**config.mk**
```make
export PLATFORM = sky130hd
export DESIGN_NAME = bf16_fma_sched
export DESIGN_NICKNAME = d
export VERILOG_FILES = /design/src/rtl/bf16_pkg.sv /design/src/rtl/bf16_rsp_fifo.sv /design/src/rtl/bf16_fma_sched.sv
export SDC_FILE = /design/constraint.sdc
export NUM_CORES = 1
export LEC_CHECK = 0
export ABC_AREA = 1
export CAP_MARGIN = 40
export CORE_MARGIN = 5
export CORE_UTILIZATION = 40
export DETAILED_ROUTE_END_ITERATION = 6
export PLACE_DENSITY = 0.71
export SETUP_SLACK_MARGIN = 0.4
export SLEW_MARGIN = 25
export SYNTH_ARGS = -nofsm -noshare
export SYNTH_HDL_FRONTEND = slang
export SYNTH_HIERARCHICAL = 1
export SYNTH_SLANG_ARGS = --single-unit
```
**constraint.sdc**
```tcl
create_clock -name clk -period 2.4 [get_ports clk]
set_input_delay 0.48 -clock clk [delete_from_list [all_inputs] [get_ports clk]]
set_output_delay 0.48 -clock clk [all_outputs]
set_load 0.01 [all_outputs]
```
**src/rtl/bf16_pkg.sv**
```systemverilog
// bf16_pkg -- shared definitions for the BF16 FMA issue controller.
//   * funct5 operation codes understood by the scheduler
//   * BF16 constants used when building datapath operands
//   * scheduler state enum and the decoded-operand struct
//   * bf16_decode(): maps a request onto the a*b+c operand triple
package bf16_pkg;

    localparam logic [4:0] F5_ADD   = 5'b00000;
    localparam logic [4:0] F5_SUB   = 5'b00001;
    localparam logic [4:0] F5_MUL   = 5'b00010;
    localparam logic [4:0] F5_FMADD = 5'b00100;
    localparam logic [4:0] F5_FMSUB = 5'b00101;

    localparam logic [15:0] BF16_ONE  = 16'h3F80;
    localparam logic [15:0] BF16_ZERO = 16'h0000;

    typedef enum logic [1:0] {
        RUN   = 2'd0,
        DRAIN = 2'd1,
        DONE  = 2'd2
    } state_t;

    typedef struct packed {
        logic        legal;
        logic [15:0] a;
        logic [15:0] b;
        logic [15:0] c;
    } fma_ops_t;

    // Every operation is expressed as a*b+c: add/sub multiply by one,
    // mul adds zero. Illegal codes come back with all operands zero.
    function automatic fma_ops_t bf16_decode(input logic [4:0]  f5,
                                             input logic [15:0] in1,
                                             input logic [15:0] in2,
                                             input logic [15:0] in3);
        fma_ops_t r;
        r = '0;
        case (f5)
            F5_ADD, F5_SUB: begin
                r.legal = 1'b1;
                r.a     = in1;
                r.b     = BF16_ONE;
                r.c     = in2;
            end
            F5_MUL: begin
                r.legal = 1'b1;
                r.a     = in1;
                r.b     = in2;
                r.c     = BF16_ZERO;
            end
            F5_FMADD, F5_FMSUB: begin
                r.legal = 1'b1;
                r.a     = in1;
                r.b     = in2;
                r.c     = in3;
            end
            default: r = '0;
        endcase
        return r;
    endfunction

endpackage

```
**src/rtl/bf16_rsp_fifo.sv**
```systemverilog
// bf16_rsp_fifo -- in-order response buffer ({err, data}) for the scheduler.
// Ports:
//   clk, rst_n        clock, asynchronous active-low reset
//   push, push_data   write one entry (caller guarantees space via credits)
//   pop               consume the head entry (ignored while empty)
//   pop_data          head entry, valid while !empty
//   empty, count      occupancy status
module bf16_rsp_fifo #(
    parameter int DEPTH = 8,
    parameter int W     = 17
) (
    input  logic                     clk,
    input  logic                     rst_n,
    input  logic                     push,
    input  logic [W-1:0]             push_data,
    input  logic                     pop,
    output logic [W-1:0]             pop_data,
    output logic                     empty,
    output logic [$clog2(DEPTH):0]   count
);

    localparam int AW = $clog2(DEPTH);

    logic [W-1:0]  mem [DEPTH];
    logic [AW-1:0] wr_ptr;
    logic [AW-1:0] rd_ptr;
    logic [AW:0]   cnt;
    logic          do_pop;

    assign do_pop   = pop && (cnt != '0);
    assign pop_data = mem[rd_ptr];
    assign empty    = (cnt == '0);
    assign count    = cnt;

    // Storage carries no reset; entries are only observed once written.
    always_ff @(posedge clk) begin
        if (push) begin
            mem[wr_ptr] <= push_data;
        end
    end

    // DEPTH is a power of two, so the pointers wrap naturally.
    always_ff @(posedge clk or negedge rst_n) begin
        if (!rst_n) begin
            wr_ptr <= '0;
            rd_ptr <= '0;
            cnt    <= '0;
        end else begin
            if (push) begin
                wr_ptr <= wr_ptr + 1'b1;
            end
            if (do_pop) begin
                rd_ptr <= rd_ptr + 1'b1;
            end
            case ({push, do_pop})
                2'b10:   cnt <= cnt + 1'b1;
                2'b01:   cnt <= cnt - 1'b1;
                default: cnt <= cnt;
            endcase
        end
    end

endmodule

```
**src/rtl/bf16_fma_sched.sv**
```systemverilog
// bf16_fma_sched -- issue controller for the BF16 fused multiply-add datapath.
// Decodes requests into a*b+c operands, issues at most one op per cycle into a
// LAT-cycle FMA pipe, tracks in-flight ops in a shadow pipe and returns results
// in order through a credit-protected response FIFO. Offers a flush/drain.
// Ports:
//   clk, rst_n                        clock, asynchronous active-low reset
//   req_valid/req_ready               request handshake
//   req_funct5, req_in1..3            operation code and BF16 operands
//   fma_valid, fma_funct5, fma_a/b/c  registered issue to the datapath
//   fma_res                           datapath result, LAT cycles after issue
//   rsp_valid/rsp_ready               response handshake
//   rsp_data, rsp_err                 BF16 result, illegal-opcode flag
//   flush_req, flush_done             drain request (level), completion pulse
//   dbg_state                         current scheduler state (state_t)
//   perf_issued, perf_stall           only when BF16_SCHED_PERF_EN is defined
// Handshakes: a transfer happens on a rising edge where valid && ready are both
// high; valid must not depend on ready, and a presented response holds its
// payload until it is taken.
module bf16_fma_sched
    import bf16_pkg::*;
#(
    parameter int LAT   = 3,
    parameter int DEPTH = 8
) (
    input  logic        clk,
    input  logic        rst_n,
    input  logic        req_valid,
    output logic        req_ready,
    input  logic [4:0]  req_funct5,
    input  logic [15:0] req_in1,
    input  logic [15:0] req_in2,
    input  logic [15:0] req_in3,
    output logic        fma_valid,
    output logic [4:0]  fma_funct5,
    output logic [15:0] fma_a,
    output logic [15:0] fma_b,
    output logic [15:0] fma_c,
    input  logic [15:0] fma_res,
    output logic        rsp_valid,
    input  logic        rsp_ready,
    output logic [15:0] rsp_data,
    output logic        rsp_err,
    input  logic        flush_req,
    output logic        flush_done,
    output logic [1:0]  dbg_state
`ifdef BF16_SCHED_PERF_EN
    ,
    output logic [31:0] perf_issued,
    output logic [31:0] perf_stall
`endif
);

    localparam int CW = $clog2(DEPTH) + 1;

    state_t        state;
    logic [CW-1:0] outstanding;
    fma_ops_t      dec;
    logic          accept;
    logic          issue_legal;
    logic          pop;

    // Issue-stage bookkeeping, aligned with the fma_* registers.
    logic          iss_v;
    logic          iss_err;
    // Shadow stage LAT lines up with fma_res for the op it describes.
    logic [LAT:1]  sh_v;
    logic [LAT:1]  sh_err;

    logic          fifo_push;
    logic [16:0]   fifo_push_data;
    logic [16:0]   fifo_head;
    logic          fifo_empty;
    logic [CW-1:0] fifo_count;

    assign dec         = bf16_decode(req_funct5, req_in1, req_in2, req_in3);
    // Depends only on registered state and flush_req, never on rsp_ready.
    // Gated by rst_n so the request side is closed while reset is held.
    assign req_ready   = rst_n && (state == RUN) && !flush_req &&
                         (outstanding < CW'(DEPTH));
    assign accept      = req_valid && req_ready;
    assign issue_legal = accept && dec.legal;
    assign dbg_state   = state;

    assign rsp_valid   = (fifo_count != '0);
    assign pop         = rsp_valid && rsp_ready;
    assign rsp_err     = fifo_empty ? 1'b0 : fifo_head[16];
    assign rsp_data    = fifo_empty ? BF16_ZERO : fifo_head[15:0];

    assign fifo_push      = sh_v[LAT];
    assign fifo_push_data = {sh_err[LAT], sh_err[LAT] ? BF16_ZERO : fma_res};

    // Datapath issue, shadow pipe and credit counter.
    always_ff @(posedge clk or negedge rst_n) begin
        if (!rst_n) begin
            fma_valid   <= 1'b0;
            fma_funct5  <= 5'd0;
            fma_a       <= BF16_ZERO;
            fma_b       <= BF16_ZERO;
            fma_c       <= BF16_ZERO;
            iss_v       <= 1'b0;
            iss_err     <= 1'b0;
            sh_v        <= '0;
            sh_err      <= '0;
            outstanding <= '0;
        end else begin
            fma_valid  <= issue_legal;
            fma_funct5 <= issue_legal ? req_funct5 : 5'd0;
            fma_a      <= issue_legal ? dec.a : BF16_ZERO;
            fma_b      <= issue_legal ? dec.b : BF16_ZERO;
            fma_c      <= issue_legal ? dec.c : BF16_ZERO;

            // Illegal ops still travel the pipe so responses stay in order.
            iss_v   <= accept;
            iss_err <= accept && !dec.legal;

            sh_v[1]   <= iss_v;
            sh_err[1] <= iss_err;
            for (int i = 2; i <= LAT; i++) begin
                sh_v[i]   <= sh_v[i-1];
                sh_err[i] <= sh_err[i-1];
            end

            case ({accept, pop})
                2'b10:   outstanding <= outstanding + 1'b1;
                2'b01:   outstanding <= outstanding - 1'b1;
                default: outstanding <= outstanding;
            endcase
        end
    end

    // Flush sequencing.
    always_ff @(posedge clk or negedge rst_n) begin
        if (!rst_n) begin
            state      <= RUN;
            flush_done <= 1'b0;
        end else begin
            flush_done <= 1'b0;
            case (state)
                RUN: begin
                    if (flush_req) begin
                        state <= DRAIN;
                    end
                end
                DRAIN: begin
                    if (outstanding == '0) begin
                        state      <= DONE;
                        flush_done <= 1'b1;
                    end
                end
                DONE: begin
                    state <= flush_req ? DRAIN : RUN;
                end
                default: state <= RUN;
            endcase
        end
    end

`ifdef BF16_SCHED_PERF_EN
    // Free-running counters; a flush leaves them alone.
    always_ff @(posedge clk or negedge rst_n) begin
        if (!rst_n) begin
            perf_issued <= '0;
            perf_stall  <= '0;
        end else begin
            if (issue_legal) begin
                perf_issued <= perf_issued + 32'd1;
            end
            if (req_valid && !req_ready) begin
                perf_stall <= perf_stall + 32'd1;
            end
        end
    end
`endif

    // Credits bound occupancy to DEPTH, so push never finds the FIFO full.
    bf16_rsp_fifo #(
        .DEPTH (DEPTH),
        .W     (17)
    ) u_rsp_fifo (
        .clk       (clk),
        .rst_n     (rst_n),
        .push      (fifo_push),
        .push_data (fifo_push_data),
        .pop       (pop),
        .pop_data  (fifo_head),
        .empty     (fifo_empty),
        .count     (fifo_count)
    );

endmodule
```
After elaboration in Yosys (flattened, before gate mapping)
Memory sizes are Yosys's and may differ from the RTL's.
Index checks and enable logic that the tools add are counted.
- memories kept: 1
- bits in latches: 0
- ROM bits: 0
- flip-flop bits (word level): 79
- word-level logic and storage cells: 73
- memory bits (writable): 136
- eq/ne operators: 12
- $mul: 0
- divide/modulo/power cells: 0
- shift-type cells: 0
- order comparisons: 1
- mux-type cells: 18
- reduce and logical (&&, ||, !) cells: 20
- bitwise logic cells: 0
- add/sub/neg operators: 6
- memories (memory ; depth ; bits a word ; rd ports ; clocked after memory_dff ; wr ports ; RTL line ; text):
    u_rsp_fifo.mem ; 8 ; 17 ; 1 ; 0 ; 1 ; bf16_rsp_fifo.sv:24 ; logic [W-1:0] mem [DEPTH];
- operators by type and width (operator ; count):
    case mux 49 bit (3 select lines) ; 1
    two-way mux 16 bit ; 5
    case mux 4 bit (2 select lines) ; 2
    == test 5 x 3 -> 1 bit (second input constant) ; 2
    adder 4 x 1 -> 4 bit (second input constant) ; 2
    logical AND 1 bit ; 8
    zero test 4 bit ; 2
    subtractor 4 x 1 -> 4 bit (second input constant) ; 2
    adder 3 x 1 -> 3 bit (second input constant) ; 2
    == test 2 x 1 -> 1 bit (second input constant) ; 3
    == test 2 bit (second input constant) ; 3
    two-way mux 1 bit ; 6
    case mux 2 bit (3 select lines) ; 1
    == test 5 x 1 -> 1 bit (second input constant) ; 1
    == test 5 x 2 -> 1 bit (second input constant) ; 1
    zero test 5 bit ; 1
    two-way mux 5 bit ; 1
    less-than comparator 4 bit (second input constant) ; 1
    two-way mux 2 bit ; 2
    inequality test 2 bit (second input constant) ; 2
    nonzero test 2 bit ; 2
    nonzero test 4 bit ; 1
    OR reduction 2 bit ; 2
    zero test 1 bit ; 2
    other kinds (2) ; 2

Longest topological paths before layout
Gate-level depths: netlist of the first run.
- word-level depth: 7
- mapped depth: 13

Modules after synthesis
The synthesis of the first run kept the hierarchy.
- modules (own cells, without submodules) (module ; area each (µm²) ; cells an instance ; times used):
    bf16_rsp_fifo ; 6436.2 ; 668 ; 1
    bf16_fma_sched ; 2971.6 ; 364 ; 1

Worst setup path after synthesis of the first run
No wires, ideal clock.
- path kind: in2reg
- start: input port flush_req
- end: register outstanding[3]
- library setup time: 0.116 ns
- stages on the path: 11
- data arrival time: 2.070 ns
- setup slack: 0.214 ns
- cell sequence: inv_1 -> nand3_1 -> nor3_4 -> inv_2 -> ha_1 -> ha_1 -> or2_2 -> nand3_1 -> nand2_1 -> nand2_1 -> nand2_1
- word-level cells in the longest chain between the ends: 6
- elaborated cells on any way between the ends: 8
- classes of those cells: 2 x eq/ne; 1 x mux; 5 x reduce/logical
- ends and longest elaborated chain (element ; RTL line ; text):
    start, declared ; bf16_fma_sched.sv:43 ; input logic flush_req,
    zero test 1 bit (*) ; bf16_fma_sched.sv:78 ; assign req_ready = rst_n && (state == RUN) && !flush_req &&
    logical AND 1 bit (*) (2 in a row) ; bf16_fma_sched.sv:78 ;
    logical AND 1 bit (*) ; bf16_fma_sched.sv:80 ; assign accept = req_valid && req_ready;
    named net accept ; bf16_fma_sched.sv:58 ; logic accept;
    == test 2 x 1 -> 1 bit or == test 2 bit (tied branches) ; bf16_fma_sched.sv:123 ; case ({accept, pop})
    case mux 4 bit (2 select lines) or nonzero test 2 bit (tied branches) ; - ;
    end signal, assigned ; bf16_fma_sched.sv:124 ; 2'b10: outstanding <= outstanding + 1'b1;
    end signal, assigned ; bf16_fma_sched.sv:125 ; 2'b01: outstanding <= outstanding - 1'b1;
    end signal, assigned ; bf16_fma_sched.sv:126 ; default: outstanding <= outstanding;
    end, declared ; bf16_fma_sched.sv:56 ; logic [CW-1:0] outstanding;
The timed path passes the listed nets; every way through them passes the cells marked *.
A chain may end at the register's enable or synchronous reset.

Final worst setup path of the first run
- start: register u_rsp_fifo.rd_ptr[0]
- end: output port rsp_data[5]
- word-level cells in the longest chain between the ends: 2
- ends and longest elaborated chain (element ; RTL line ; text):
    start, declared ; bf16_rsp_fifo.sv:26 ; logic [AW-1:0] rd_ptr;
    start signal, assigned ; bf16_rsp_fifo.sv:53 ; rd_ptr <= rd_ptr + 1'b1;
    memory read (8 x 17 bit) ; - ;
    named net fifo_head[5] ; bf16_fma_sched.sv:71 ; logic [16:0] fifo_head;
    two-way mux 16 bit ; bf16_fma_sched.sv:87 ; assign rsp_data = fifo_empty ? BF16_ZERO : fifo_head[15:0];
    end, declared ; bf16_fma_sched.sv:41 ; output logic [15:0] rsp_data,
The timed path passes the listed nets, and every way through them passes these cells.

==> flow_metrics.py, run 1 <==
metrics = {
    "status": {
        "status": "finished, violations left",
        "failed_checks": "setup timing",
    },
    "detailed_routing": {
        "via_per_inst": 4.44,
        "dr.pass1.iters": 5,
        "drt_iter0_drc": 323,
        "vias": 6994,
        "wl_per_cell_um": 14.5,
        "drc": 0,
        "drtAntennaViolNets": 0,
        "wl_mm": 22.8,
    },
    "power": {
        "powerDensity_mw_per_mm2": 998,
        "power_leakage_nw": 5.92,
        "vdd_drop_max_mv": 0.590,
        "power_mw": 12.7,
    },
    "sta": {
        "fin_crit_sh_pct": 103,
        "fmax_ghz": 0.403,
        "rsz0062_at_grt": "yes",
        "setup_slack_ps": -83.6,
        "finalHoldViolations": 0,
        "worst_slew_pin_slew_ps": 516,
        "period_needed_ps": 2480,
        "setup_viol": 15,
        "slew-limit-headroom_pct": 65.5,
        "finClkSkew_ps": 8.85,
        "finalMaxSlewViolations": 0,
    },
    "cells_and_area": {
        "nets": 1322,
        "multi_input_area_mm2": 0.00276,
        "drive_gt1_share_pct": 15.6,
        "syn2layout_area_growth_pct": 35.4,
        "diodes": 0,
        "area.sequential_mm2": 0.00607,
        "fillCellCount": 2006,
    },
    "min_path": {
        "min-delay-path-class": "input pin to async pin",
    },
    "critical_path": {
        "worst_ep_arrival_time_ps": 2000,
        "crit_slowest_cell": "dfrtp_4",
        "end_kind": "primary output",
        "critPathTopFamily": "buffers and inverters",
        "crit_path_max_fanout": 7,
        "crit_path_frequent_cell": "nand2_1",
        "max_stage_delay_ps": 530,
        "crit_path_start_kind": "register",
        "critPathBufInv": 5,
        "worstPathCellList": "buf_12, buf_12, buf_6, nor2_2, nor2_1, nand2_1, nand2_1, nand2_1, nand2_1, inv_1, nor2_1, buf_2",
        "worstPathRequired_ps": 1920,
        "critical_path_class": "register to primary output",
    },
    "yosys": {
        "synth_seq_cells": 215,
        "synth_cell_types": 27,
        "yosysSeqAreaShare_pct": 64.4,
        "yosys_warnings": 6,
        "synth_area_mm2": 0.00941,
        "synth_area_per_cell_um2": 9.12,
        "ys_async_sr_fraction_pct": 36.7,
        "synth_edf_count": 136,
        "synth-main-ff-cell": "edfxtp_1",
        "synth_cells": 1032,
    },
    "grt": {
        "grt_pass1_wl_mm": 35.8,
        "overflow": 0,
        "grt_pass1_vias": 6959,
        "grt_use_total_pct": 17.1,
        "antenna_found_initial": 0,
        "grt_max_degree": 53,
    },
    "clock_tree": {
        "clock-sinks": 215,
        "htree_levels": 1,
        "clkTransAtPathRegs_ps": 60,
        "cts_tree": "done",
        "cts_max_path_buffers": 3,
        "cts-root-buf": "clkbuf_16",
        "numCtsBuffers": 24,
        "insertion_delay_ps": 510,
        "ctsHoldBuffers": 0,
    },
    "placement": {
        "gp_congestion": 0.816,
        "place_ws_ps": -41.8,
        "port_buffers": 149,
        "hpwl_mm": 13.8,
    },
    "die": {
        "start_util_pct": 40.3,
        "ios": 150,
        "die_area_mm2": 0.0267,
        "die_w_um": 163,
        "core_area_mm2": 0.0233,
        "die_h_um": 163,
        "rows": 56,
    },
    "flow_run": {
        "drv_cap": 0,
    },
}
worst paths after layout:
path / cells after the start / start / end / slack (ps)
max: 12 / u_rsp_fifo/rd_ptr[0] / rsp_data[5] / -80
min: 2 / rst_n / dbg_state[1] / 8
max reg2reg: 13 / u_rsp_fifo/count[3] / u_rsp_fifo/count[3] / 430
min reg2reg: 0 / sh_err[1] / sh_err[2] / 340
max in group asynchronous: 3 / rst_n / u_rsp_fifo/count[2] / 1780
min in group clk: 0 / sh_err[1] / sh_err[2] / 340
cell usage in the layout (no fill, tap or decap), types with 3 or more instances in the layout:
master / netlist / final
buf_12: 0 / 5
buf_16: 0 / 6
buf_2: 16 / 19
buf_4: 7 / 42
buf_6: 4 / 8
buf_8: 0 / 3
clkbuf_1: 8 / 7
clkbuf_16: 0 / 28
clkdlybuf4s50_1: 0 / 127
clkinv_1: 1 / 9
dfrtp_1: 79 / 76
edfxtp_1: 136 / 136
ha_1: 8 / 3
ha_4: 0 / 5
inv_1: 163 / 157
inv_2: 3 / 8
nand2_1: 324 / 318
nand2_2: 0 / 5
nand3_1: 11 / 9
nor2_1: 242 / 195
nor2_2: 4 / 46
nor2_4: 0 / 5
o21ai_0: 6 / 6
xor2_1: 4 / 4
power breakdown:
part | switching, mW | internal (mW)
Clock | 1.35 | 1.89
Sequential | 0.168 | 4.16
Combinational | 2.79 | 2.35
cell type report:
| cell class | count | area share [%] |
|---|---|---|
| Sequential cell | 215 | 47.6 |
| Multi-Input combinational cell | 615 | 21.7 |
| Timing Repair Buffer | 215 | 17.1 |
| Clock buffer | 32 | 5.12 |
| Inverter | 167 | 4.94 |
| Tap cell | 319 | 3.13 |
| Clock inverter | 11 | 0.383 |
synthesized netlist by cell type (2+ instances only):
cell type,number,area (um2)
buf_2,16,80.1
buf_4,7,52.6
buf_6,4,45.0
clkbuf_1,8,30.0
dfrtp_1,79,1980
edfxtp_1,136,4080
fa_1,2,40.0
ha_1,8,100
inv_1,163,612
inv_2,3,11.3
nand2_1,324,1220
nand3_1,11,55.1
nor2_1,242,908
nor2_2,4,25.0
nor3_1,2,10.0
o21ai_0,6,30.0
or2_2,3,18.8
xnor2_1,2,17.5
xor2_1,4,35.0
sequential cells by signal, summed over array words and instances (netlist names):
| signal | flops |
|---|---|
| outstanding | 4 |
| fma_c | 16 |
| dbg_state | 2 |
| flush_done | 1 |
| fma_b | 16 |
| u_rsp_fifo/rd_ptr | 3 |
| sh_v | 3 |
| fma_valid | 1 |
| sh_err | 3 |
| u_rsp_fifo/mem | 136 |
| u_rsp_fifo/wr_ptr | 3 |
| iss_v | 1 |
| iss_err | 1 |
| fma_funct5 | 5 |
| u_rsp_fifo/count | 4 |
| fma_a | 16 |
what timing repair did:
item | in CTS | in global routing
pin swaps | 3 | 27
gates resized for setup | 129 | 48
endpoints found under the setup margin | 21 | 23
setup buffers | 17 | 7
gates cloned | 6 | 3
worst register-to-register path: cells and delay by family, from the launching register on:
| kind | cells | cell delay (ps) |
|---|---|---|
| buf+inv | 4 | 410 |
| fa+ha+maj | 2 | 410 |
| flops | 1 | 380 |
| simple gates | 7 | 670 |
metal layers:
metal	vias to the layer above	part of all wire [%]	track usage, %	wire length (um)
met1	3197	38	19.7	8690
met4	0	2.3	5.22	521
met3	36	12	7.32	2750
met5	-	0	0	0
li1	3513	-	-	-
met2	248	47	29.1	10800
metrics by stage:
| stage | TNS (ps) | utilization (%) | instance area, um2 | std cells | hold WS (ps) |
|---|---|---|---|---|---|
| finish | -456 | 54.6 | 12700 | 1574 | 8.42 |
| global route | -2680 | 54.6 | 12700 | 1574 | 15.2 |
| CTS | -253 | 53.5 | 12500 | 1564 | 0.471 |
| detailed placement | -41.8 | 49.0 | 11400 | 1498 | 336 |
| global placement | 0 | 48.9 | 11400 | 1497 | 332 |
| floorplan | 0 | - | 9450 | 1033 | 184 |
cells by family after synthesis:
| kind of cell | after synthesis | synth area share [%] |
|---|---|---|
| AND/OR/NAND/NOR | 590 | 24.2 |
| flip-flops | 215 | 64.4 |
| buffers and inverters | 203 | 8.91 |
| adder cells (fa/ha/maj) | 10 | 1.49 |
| AO/OA/AOI/OAI | 7 | 0.399 |
| XOR/XNOR | 6 | 0.559 |
| other | 1 | 0.0399 |
(Power assumes the default switching activity.)
==> inputs of run 2 (changes only) <==
Clock period 2.4 ns to 3.2 ns, I/O delays scaled along.
==> flow_metrics.py, run 2 (synthesis results as in run 1) <==
metrics = {
    "detailed_routing": {
        "vias": 6829,
        "via_per_inst": 4.43,
        "dr.pass1.iters": 4,
        "drc": 0,
        "wl_per_cell_um": 14.5,
        "wl_mm": 22.3,
        "drtAntennaViolNets": 0,
        "drt_iter0_drc": 404,
    },
    "grt": {
        "grtUsageMet2_pct": 28.5,
        "use_met3_pct": 7.54,
        "grt_use_total_pct": 17.0,
        "grt_busiest_layer": "met2",
        "met1_usage_pct": 20.1,
        "antenna_found_initial": 0,
        "grt_pass1_vias": 6934,
        "grt_pass1_wl_mm": 35.8,
        "grt_max_degree": 44,
        "overflow": 0,
    },
    "status": {
        "status": "complete, no violations",
    },
    "power": {
        "power_leakage_nw": 5.70,
        "power_mw": 8.96,
        "powerDensity_mw_per_mm2": 735,
        "vdd_drop_max_mv": 0.366,
    },
    "placement": {
        "port_buffers": 149,
        "gp_congestion": 0.842,
        "place_ws_ps": 361,
        "hpwl_mm": 13.9,
    },
    "critical_path": {
        "worst_ep_arrival_time_ps": 2120,
        "critical_path_class": "register to primary output",
        "worstPathRequired_ps": 2560,
        "r2r-start": "u_rsp_fifo/count[1]",
        "ff2ff_path_depth": 12,
        "critPathBufInv": 4,
        "crit_path_end": "rsp_data[8]",
        "cp_num_cells": 11,
        "max_stage_delay_ps": 520,
        "worstReg2RegEnd": "u_rsp_fifo/count[3]",
        "critPathTopFamily": "buffers and inverters",
        "worstPathCellList": "buf_4, buf_12, nor2_2, nor2_1, nand2_1, nand2_1, nand2_1, nand2_1, inv_1, nor2_1, dlygate4sd2_1",
        "crit_slowest_cell": "dfrtp_4",
        "crit_path_max_fanout": 23,
        "crit_start": "u_rsp_fifo/rd_ptr[0]",
        "rrSetupSlack_ps": 890,
        "end_kind": "primary output",
        "crit_path_frequent_cell": "nand2_1",
        "crit_path_start_kind": "register",
    },
    "cells_and_area": {
        "diodes": 0,
        "syn2layout_area_growth_pct": 29.7,
        "largest_reg_flops": 136,
        "post-route-util_pct": 52.3,
        "final_common_cell": "nand2_1",
        "registers.top_by_ff_count": "u_rsp_fifo/mem",
        "nets": 1289,
        "drive_gt1_share_pct": 8.99,
        "final_cell_mix": "nand2_1 (322), nor2_1 (232), inv_1 (161)",
    },
    "sta": {
        "fin_crit_sh_pct": 86.1,
        "fmax_ghz": 0.363,
        "final.setup.tns_ps": 0,
        "finalMaxSlewViolations": 0,
        "setup_viol": 0,
        "setup_slack_ps": 444,
        "rsz0062_at_grt": "yes",
        "period_needed_ps": 2760,
        "finalHoldViolations": 0,
        "worst_slew_pin_slew_ps": 810,
        "slew-limit-headroom_pct": 45.8,
        "finClkSkew_ps": 11.1,
    },
    "clock_tree": {
        "clock-sinks": 215,
        "cts_max_path_buffers": 3,
        "htree_levels": 1,
        "numCtsBuffers": 24,
        "cts-root-buf": "clkbuf_16",
        "insertion_delay_ps": 520,
        "cts_tree": "done",
        "ctsHoldBuffers": 0,
        "clkTransAtPathRegs_ps": 60,
    },
    "min_path": {
        "min-delay-path-class": "input pin to async pin",
    },
    "die": {
        "die_w_um": 163,
        "rows": 56,
        "core_area_mm2": 0.0233,
        "die_area_mm2": 0.0267,
        "die_h_um": 163,
        "start_util_pct": 40.3,
        "ios": 150,
    },
    "flow_run": {
        "drv_cap": 0,
    },
}
run 2: changes by cell type in the layout (fill, tap and decap cells not counted), moves of 7 or more:
| cell | change |
|---|---|
| buf_2 | -17 |
| buf_4 | -18 |
| buf_6 | -7 |
| clkbuf_2 | +9 |
| nor2_1 | +37 |
| nor2_2 | -32 |
run 2: worst register-to-register path, delay by kind of cell (launching register included):
kind	cells	cell delay, ps
buf+inv	3	380
flops	1	420
fa+ha+maj	2	540
simple gates	7	860
run 2: final cells by class:
cell class	count	area [um2]
Multi-Input combinational cell	615	2540
Sequential cell	215	6070
Clock buffer	30	643
Inverter	167	637
Fill cell	2086	11100
Clock inverter	14	108
Timing Repair Buffer	182	1810
Tap cell	319	399
run 2: through the flow:
step,instances,instance area [um2],hold slack (ps)
finish,1542,12200,195
global route,1542,12200,225
detailed placement,1485,11300,336
CTS,1537,12200,197
global placement,1483,11300,332
floorplan,1033,9410,331
run 2: power by group:
part           total [mW]  switching, mW  internal (mW)
Combinational        3.12           1.86           1.26
Sequential           3.25          0.133           3.12
Clock                2.59           1.08           1.51
Total                8.96           3.07           5.89
run 2: how the worst min path moves through the flow:
stage,start,endpoint,slack [ps],depth (start not counted)
final,rst_n,fma_funct5[2],200,2
after global placement,iss_err,sh_err[1],330,0
after CTS,rst_n,u_rsp_fifo/count[3],200,2
after detailed placement,iss_err,sh_err[1],340,0
after global routing,rst_n,u_rsp_fifo/count[3],230,2
after floorplan,iss_err,sh_err[1],330,0
run 2: repair_timing:
action | in CTS | in global routing
cloned | 2 | 1
setup buffers | 6 | 4
endpoints found under the setup margin | 17 | 17
gates resized for setup | 31 | 40
pin swaps | 1 | 3
run 2: per-layer routing:
| metal | vias to the layer above | routed length, um | share of wire (%) |
|---|---|---|---|
| met5 | - | 0 | 0 |
| met4 | 0 | 448 | 2.0 |
| met3 | 35 | 2860 | 13 |
| met2 | 245 | 10500 | 47 |
| met1 | 3101 | 8450 | 38 |
| li1 | 3448 | - | - |
==> inputs of run 3 (changes only) <==
Settings changed: CORE_ASPECT_RATIO set to 2.
Clock period 3.2 ns to 2.6 ns, I/O delays scaled along.
==> flow_metrics.py, run 3 (synthesis results as in run 1) <==
metrics = {
    "status": {
        "status": "complete, no violations",
    },
    "cells_and_area": {
        "registers.top_by_ff_count": "u_rsp_fifo/mem",
        "drive_gt1_share_pct": 13.6,
        "nets": 1300,
        "final_area_mm2": 0.0124,
        "diodes": 0,
        "final_common_cell": "nand2_1",
        "syn2layout_area_growth_pct": 31.9,
        "fin_cells": 1508,
        "final_cell_mix": "nand2_1 (320), nor2_1 (196), inv_1 (158)",
        "post-route-util_pct": 53.4,
        "largest_reg_flops": 136,
    },
    "power": {
        "powerDensity_mw_per_mm2": 882,
        "power_mw": 10.9,
        "vdd_drop_max_mv": 0.442,
        "power_leakage_nw": 5.73,
    },
    "sta": {
        "slew-limit-headroom_pct": 59.0,
        "timing.hold.ws_ps": 37.9,
        "finalHoldViolations": 0,
        "finClkSkew_ps": 11.5,
        "setup_slack_ps": 72.9,
        "final.setup.tns_ps": 0,
        "period_needed_ps": 2530,
        "fmax_ghz": 0.396,
        "finalMaxSlewViolations": 0,
        "setup_viol": 0,
        "rsz0062_at_grt": "yes",
        "fin_crit_sh_pct": 97.2,
        "worst_slew_pin_slew_ps": 613,
    },
    "clock_tree": {
        "cts-root-buf": "clkbuf_16",
        "cts_tree": "done",
        "clock-sinks": 215,
        "insertion_delay_ps": 490,
        "htree_levels": 1,
        "cts_max_path_buffers": 3,
        "clkTransAtPathRegs_ps": 70,
        "numCtsBuffers": 18,
    },
    "critical_path": {
        "ff2ff_path_depth": 13,
        "crit_path_start_kind": "register",
        "crit_slowest_cell": "dfrtp_4",
        "crit_path_end": "rsp_data[0]",
        "worstPathCellList": "buf_12, clkbuf_16, nor2_1, nor2_1, nand2_1, nand2_1, nand2_1, nand2_1, inv_1, nor2_1, buf_2",
        "critical_path_class": "register to primary output",
        "rrSetupSlack_ps": 440,
        "critPathBufInv": 4,
        "critPathTopFamily": "buffers and inverters",
        "crit_path_frequent_cell": "nand2_1",
        "max_stage_delay_ps": 520,
        "worstPathRequired_ps": 2080,
        "crit_path_max_fanout": 8,
        "worstReg2RegEnd": "u_rsp_fifo/count[3]",
        "crit_start": "u_rsp_fifo/rd_ptr[0]",
        "worst_ep_arrival_time_ps": 2010,
        "r2r-start": "u_rsp_fifo/count[3]",
        "end_kind": "primary output",
        "cp_num_cells": 11,
    },
    "die": {
        "start_util_pct": 40.5,
        "die_h_um": 227,
        "rows": 79,
        "ios": 150,
        "die_area_mm2": 0.0269,
        "core_area_mm2": 0.0232,
        "die_w_um": 118,
    },
    "detailed_routing": {
        "wl_mm": 22.1,
        "drc": 0,
        "via_per_inst": 4.58,
        "drtAntennaViolNets": 0,
        "drt_iter0_drc": 217,
        "wl_per_cell_um": 14.7,
        "vias": 6914,
        "dr.pass1.iters": 5,
    },
    "flow_run": {
        "drv_cap": 0,
    },
    "grt": {
        "grt_use_total_pct": 15.5,
        "grt_max_degree": 55,
        "grt_pass1_wl_mm": 33.2,
        "overflow": 0,
        "antenna_found_initial": 0,
        "grt_pass1_vias": 6773,
    },
    "placement": {
        "place_inst": 1454,
        "hpwl_mm": 14.2,
        "place_ws_ps": 78.1,
        "port_buffers": 149,
        "place_area_mm2": 0.0113,
        "gp_congestion": 0.807,
    },
    "min_path": {
        "min-delay-path-class": "input pin to async pin",
    },
}
## run 3: worst min-delay path by stage
stage | from | end | slack (ps) | cells after the start
2_1_floorplan | rst_n | dbg_state[0] | 220 | 0
3_3_place_gp | iss_err | sh_err[1] | 330 | 0
5_1_grt | rst_n | fma_b[15] | 50 | 2
4_1_cts | rst_n | outstanding[3] | 30 | 2
6_report | rst_n | outstanding[3] | 40 | 2
3_5_place_dp | sh_err[1] | sh_err[2] | 340 | 0
## run 3: power by group
group / internal, mW / total, mW / switching, mW
clock network: 1.34 / 2.49 / 1.16
registers: 3.84 / 3.98 / 0.143
logic: 1.94 / 4.47 / 2.53
total: 7.11 / 10.9 / 3.83
## run 3: what timing repair did
item,4_1_cts,5_1_grt
endpoints found under the setup margin,19,19
resized for setup,95,70
pin swaps,2,44
cloned,1,8
hold buffers,0,0
setup buffers,6,10
## run 3: final cells by class
cell class | count | area (um2)
repair buffers | 199 | 2030
fillers | 2013 | 10800
inverters | 167 | 631
clock buffers | 22 | 487
multi-input cells | 615 | 2790
well taps | 283 | 354
clock inverters | 7 | 43.8
flip-flops and latches | 215 | 6070
## run 3: layer usage
metal / track usage (%) / part of all wire [%] / wire length [um]
met5: 0 / 0 / 0
met3: 4.72 / 8.2 / 1820
met2: 30.7 / 55 / 12200
met1: 14.1 / 33 / 7250
met4: 6.74 / 3.6 / 803
